==> src/rtl/pmem_sched_pkg.sv <==
// Shared types and constants for the physical-memory port scheduler.
package pmem_sched_pkg;

  typedef enum logic [1:0] {
    IDLE = 2'd0,
    RD   = 2'd1,
    WR   = 2'd2
  } sched_state_t;

  // Fill bit replicated across the full byte-select bus (whole-line transfers).
  localparam logic PMEM_SEL_ALL = 1'b1;

  // Consecutive-read counter width and its saturation value.
  localparam int unsigned           STREAK_W   = 4;
  localparam logic [STREAK_W-1:0]   STREAK_SAT = '1;

endpackage

==> src/rtl/pmem_grant_logic.sv <==
// Combinational arbitration between L2 line reads and victim writebacks,
// evaluated only while the scheduler is idle.
module pmem_grant_logic
  import pmem_sched_pkg::*;
#(
  parameter int unsigned ADR_W         = 12,
  parameter int unsigned MAX_RD_STREAK = 4
) (
  input  logic                rd_req,
  input  logic                wb_req,
  input  logic [ADR_W-1:0]    rd_adr,
  input  logic [ADR_W-1:0]    wb_adr,
  input  logic [STREAK_W-1:0] streak_cnt,
  output sched_state_t        grant_c
);

  localparam logic [STREAK_W-1:0] STREAK_LIMIT = STREAK_W'(MAX_RD_STREAK);

  // Reads win unless the writeback targets the same line or has waited too long.
  always_comb begin
    grant_c = IDLE;
    if (rd_req && wb_req) begin
      if ((rd_adr == wb_adr) || (streak_cnt == STREAK_LIMIT)) begin
        grant_c = WR;
      end else begin
        grant_c = RD;
      end
    end else if (rd_req) begin
      grant_c = RD;
    end else if (wb_req) begin
      grant_c = WR;
    end
  end

endmodule

==> src/rtl/pmem_scheduler.sv <==
// Owns the single pmem wishbone port and shares it between L2 miss reads
// and victim-cache writebacks (classic single-cycle-gap wishbone cycles).
module pmem_scheduler
  import pmem_sched_pkg::*;
#(
  parameter int unsigned ADR_W         = 12,
  parameter int unsigned DATA_W        = 128,
  parameter int unsigned SEL_W         = 16,
  parameter int unsigned MAX_RD_STREAK = 4
) (
  input  logic                clk,
  input  logic                rst,
  input  logic                rd_req,
  input  logic [ADR_W-1:0]    rd_adr,
  output logic                rd_ack,
  output logic [DATA_W-1:0]   rd_data,
  input  logic                wb_req,
  input  logic [ADR_W-1:0]    wb_adr,
  input  logic [DATA_W-1:0]   wb_data,
  output logic                wb_ack,
  output logic                pmem_cyc,
  output logic                pmem_stb,
  output logic                pmem_we,
  output logic [SEL_W-1:0]    pmem_sel,
  output logic [ADR_W-1:0]    pmem_adr,
  output logic [DATA_W-1:0]   pmem_dat_m,
  input  logic [DATA_W-1:0]   pmem_dat_s,
  input  logic                pmem_ack,
  output logic [STREAK_W-1:0] streak_cnt
);

  sched_state_t         state_q, state_d;
  sched_state_t         grant_c;
  logic                 cyc_q, cyc_d;
  logic                 we_q, we_d;
  logic [ADR_W-1:0]     adr_q, adr_d;
  logic [DATA_W-1:0]    dat_q, dat_d;
  logic [STREAK_W-1:0]  streak_q, streak_d;

  pmem_grant_logic #(
    .ADR_W         (ADR_W),
    .MAX_RD_STREAK (MAX_RD_STREAK)
  ) u_grant (
    .rd_req     (rd_req),
    .wb_req     (wb_req),
    .rd_adr     (rd_adr),
    .wb_adr     (wb_adr),
    .streak_cnt (streak_q),
    .grant_c    (grant_c)
  );

  // State, bus-master registers and read-streak counter.
  always_ff @(posedge clk or posedge rst) begin
    if (rst) begin
      state_q  <= IDLE;
      cyc_q    <= 1'b0;
      we_q     <= 1'b0;
      adr_q    <= '0;
      dat_q    <= '0;
      streak_q <= '0;
    end else begin
      state_q  <= state_d;
      cyc_q    <= cyc_d;
      we_q     <= we_d;
      adr_q    <= adr_d;
      dat_q    <= dat_d;
      streak_q <= streak_d;
    end
  end

  // Grant in IDLE, hold the bus cycle until pmem_ack, then return to IDLE.
  always_comb begin
    state_d  = state_q;
    cyc_d    = cyc_q;
    we_d     = we_q;
    adr_d    = adr_q;
    dat_d    = dat_q;
    streak_d = streak_q;
    case (state_q)
      IDLE: begin
        if (grant_c == RD) begin
          state_d = RD;
          cyc_d   = 1'b1;
          we_d    = 1'b0;
          adr_d   = rd_adr;
          if (wb_req && (streak_q != STREAK_SAT)) begin
            streak_d = streak_q + STREAK_W'(1);
          end
        end else if (grant_c == WR) begin
          state_d  = WR;
          cyc_d    = 1'b1;
          we_d     = 1'b1;
          adr_d    = wb_adr;
          dat_d    = wb_data;
          streak_d = '0;
        end
      end
      RD, WR: begin
        if (pmem_ack) begin
          state_d = IDLE;
          cyc_d   = 1'b0;
          we_d    = 1'b0;
        end
      end
      default: begin
        state_d = IDLE;
        cyc_d   = 1'b0;
        we_d    = 1'b0;
      end
    endcase
  end

  // Completion is forwarded in the same cycle as pmem_ack, only to the owner.
  assign rd_ack     = (state_q == RD) && pmem_ack;
  assign wb_ack     = (state_q == WR) && pmem_ack;
  assign rd_data    = pmem_dat_s;

  assign pmem_cyc   = cyc_q;
  assign pmem_stb   = cyc_q;
  assign pmem_we    = we_q;
  assign pmem_sel   = {SEL_W{PMEM_SEL_ALL}};
  assign pmem_adr   = adr_q;
  assign pmem_dat_m = dat_q;
  assign streak_cnt = streak_q;

endmodule
==> config.mk <==
export PLATFORM = sky130hd
export DESIGN_NAME = pmem_scheduler
export DESIGN_NICKNAME = d
export VERILOG_FILES = /design/src/rtl/pmem_sched_pkg.sv /design/src/rtl/pmem_grant_logic.sv /design/src/rtl/pmem_scheduler.sv
export SDC_FILE = /design/constraint.sdc
export NUM_CORES = 1
export LEC_CHECK = 0
export BUFFER_PORTS_ARGS = -buffer_cell sky130_fd_sc_hd__buf_2
export CAP_MARGIN = 20
export CORE_AREA = 2 2 226 228
export CTS_BUF_LIST = sky130_fd_sc_hd__clkbuf_16
export DETAILED_ROUTE_END_ITERATION = 8
export DIE_AREA = 0 0 228 230
export PLACE_DENSITY = 0.47
export REMOVE_ABC_BUFFERS = 1
export SYNTH_ARGS = -nofsm -noshare
export SYNTH_HDL_FRONTEND = slang
export SYNTH_SLANG_ARGS = --single-unit
==> constraint.sdc <==
create_clock -name clk -period 12.65 [get_ports clk]
set_input_delay 1.265 -clock clk [delete_from_list [all_inputs] [get_ports clk]]
set_output_delay 1.265 -clock clk [all_outputs]
set_load 0.1 [all_outputs]
==> results.json <==
{
  "nNetsFinal": 1015,
  "maxUsedRoutingLayer": "met5",
  "maxCapViolCount": 0,
  "io_pins": 578,
  "worst-r2r-setup-slack_ns": 10.15,
  "drive_gt1_frac": 0.511,
  "startpoint_type": "primary input",
  "hold_depth": 1,
  "final_util": 0.177,
  "ys_seq_area_frac": 0.523,
  "dieArea_um2": 52400,
  "ctsRootBufferMaster": "clkbuf_16",
  "met1Wirelength_mm": 13.1,
  "synth_warnings": 0,
  "clk-insertion-delay-late_ns": 0.46,
  "dp_hpwl_mm": 36.8,
  "mostFrequentLayoutCells": "buf_2 (305), dfrtp_1 (147), mux2_1 (98)",
  "syn-cell-area_um2": 7030,
  "holdBufCountCts": 0,
  "hold_class": "reg -> reg",
  "crit_arrival_ns": 3.68,
  "synth_top_cell_area_share": 0.523,
  "core_area_um2": 49900,
  "cts_tree": "built",
  "drt_wl_total_mm": 42.9,
  "die_x_um": 228,
  "drv_slew": 0,
  "hold_viol": 0,
  "max_slew_margin": 0.377,
  "grt_overflow": 0,
  "finalSetupViolCount": 0,
  "globalplace.congestion": 0.842,
  "crit_fanout": 65,
  "route.met3.wl_mm": 11.6,
  "fin_crit_sh": 0.264,
  "fmax_ghz": 0.299,
  "post_cts_buffers": 0,
  "worstSetupEndpointType": "register",
  "die_h_um": 230,
  "dr_wl_met2_mm": 17.2,
  "tightestPinTransition_ns": 0.935,
  "viasPerCell": 3.51,
  "portBuffers": 305,
  "post-route-drc-count": 0,
  "routedWlPerCell_um": 30.3,
  "layout_commonest_cell": "buf_2",
  "r2r_cells": 6,
  "grt_antenna_before_repair": 6,
  "initial_core_util": 0.141,
  "via_count": 4969,
  "ys_ff_latch": 147,
  "ctsHtreeMaxLevel": 4,
  "postSynthAreaPerCell_um2": 12.9,
  "outcome": "finished, final reports clean",
  "period_needed_ns": 3.34,
  "ys_types": 31,
  "clk_pin_slew_ns": 0.06,
  "firstDrtPassIters": 6,
  "synthToLayoutAreaGrowth_pct": 25.7,
  "worst_ep_required_time_ns": 12.99,
  "fin_worst_skew_ns": 0.00928,
  "rsz0062_at_grt": "no",
  "yosysTopAreaCell": "dfrtp_1",
  "track_usage": 0.163,
  "drt_iter0_drc": 200,
  "synth_area_leaders": "dfrtp_1 (52%), mux2_1 (16%), buf_4 (15%)",
  "grt_max_degree": 81,
  "cts_resized": 0,
  "ant_nets": 0,
  "clock_sinks": 147,
  "grt_pass1_vias": 4943,
  "crit_type": "in -> reg",
  "grt_pass1_wl_mm": 54.5,
  "finalSetupTns_ns": 0,
  "rows": 82,
  "clockBufferDepth": 2,
  "postSynthCellCount": 545,
  "numCtsBuffers": 17
}
cell families (layout without fill, tap and decap cells):
logic type	Yosys count	in the layout	synth area share
buffers and inverters	170	348	0.181
xor gates and xnor gates	12	12	0.0149
muxes	129	129	0.207
other	1	21	0.000533
AOI/OAI and AO/OA	29	29	0.0303
DFF	147	147	0.523
and+or+nand+nor	52	52	0.0347
adders and majority gates	5	5	0.00890
critical path, stage by stage:
cell	delay (ns)
buf_2	0.12
xor2_1	0.16
nor4_2	0.43
nand3_1	0.27
a31oi_4	0.25
buf_4	0.66
mux2_2	0.41
stage by stage:
| stage | cells | setup slack, ns | cell area [µm²] | hold WS, ns |
|---|---|---|---|---|
| 2_1_floorplan | 396 | 7.43 | 5840 | 0.499 |
| 3_3_place_gp | 1377 | 8.76 | 8240 | 0.462 |
| 3_5_place_dp | 1378 | 8.80 | 8250 | 0.469 |
| 4_1_cts | 1410 | 9.33 | 8830 | 0.485 |
| 5_1_grt | 1411 | 9.20 | 8830 | 0.494 |
| 6_report | 1415 | 9.31 | 8840 | 0.476 |
per-layer routing:
layer	vias to the layer above	track usage
met1	2290	0.138
met2	564	0.223
met3	46	0.214
met5	-	0.0754
li1	2053	-
met4	16	0.0390
path summary, 6_finish.rpt:
kind	from	endpoint
setup / recovery	wb_adr[1]	pmem_dat_m[10]
hold / removal	pmem_dat_m[62]	pmem_dat_m[62]
setup reg to reg	pmem_we	pmem_dat_m[10]
hold reg to reg	pmem_dat_m[62]	pmem_dat_m[62]
max in group asynchronous	rst	pmem_dat_m[46]
min in group asynchronous	rst	pmem_dat_m[99]
cell usage after synthesis:
master    count
dfrtp_1     147
buf_4       145
mux2_1       98
mux2_2       31
nand2_1      26
a31oi_1      15
nor2_1       14
xor2_1       12
buf_6        10
inv_1         6
clkbuf_1      5
ha_1          5
a311oi_1      3
and3_1        3
buf_2         3
nor4_2        3
a21oi_1       2
and2_1        2
nor2b_1       2
o21ai_0       2
a22o_1        1
a31o_2        1
a31oi_4       1
a41o_1        1
a41oi_1       1
buf_8         1
conb_1        1
nand3_1       1
nand3b_1      1
o22a_1        1
o22ai_1       1
sequential cells by signal (all words and copies together), names as in the netlist:
| signal | cells |
|---|---|
| pmem_adr | 12 |
| pmem_cyc | 1 |
| pmem_dat_m | 128 |
| pmem_we | 1 |
| state_q | 1 |
| streak_cnt | 4 |
cell type report:
cell class	count	area [µm²]
Inverter	6	27.5
Multi-Input combinational cell	243	2140
Clock buffer	17	425
Antenna cell	5	12.5
Fill cell	5623	41000
Sequential cell	147	3680
Clock inverter	15	156
Tap cell	672	841
Timing Repair Buffer	310	1560
Power is not shown: default switching activity piles up to over one toggle a cycle in this logic, so the estimate is an artifact.
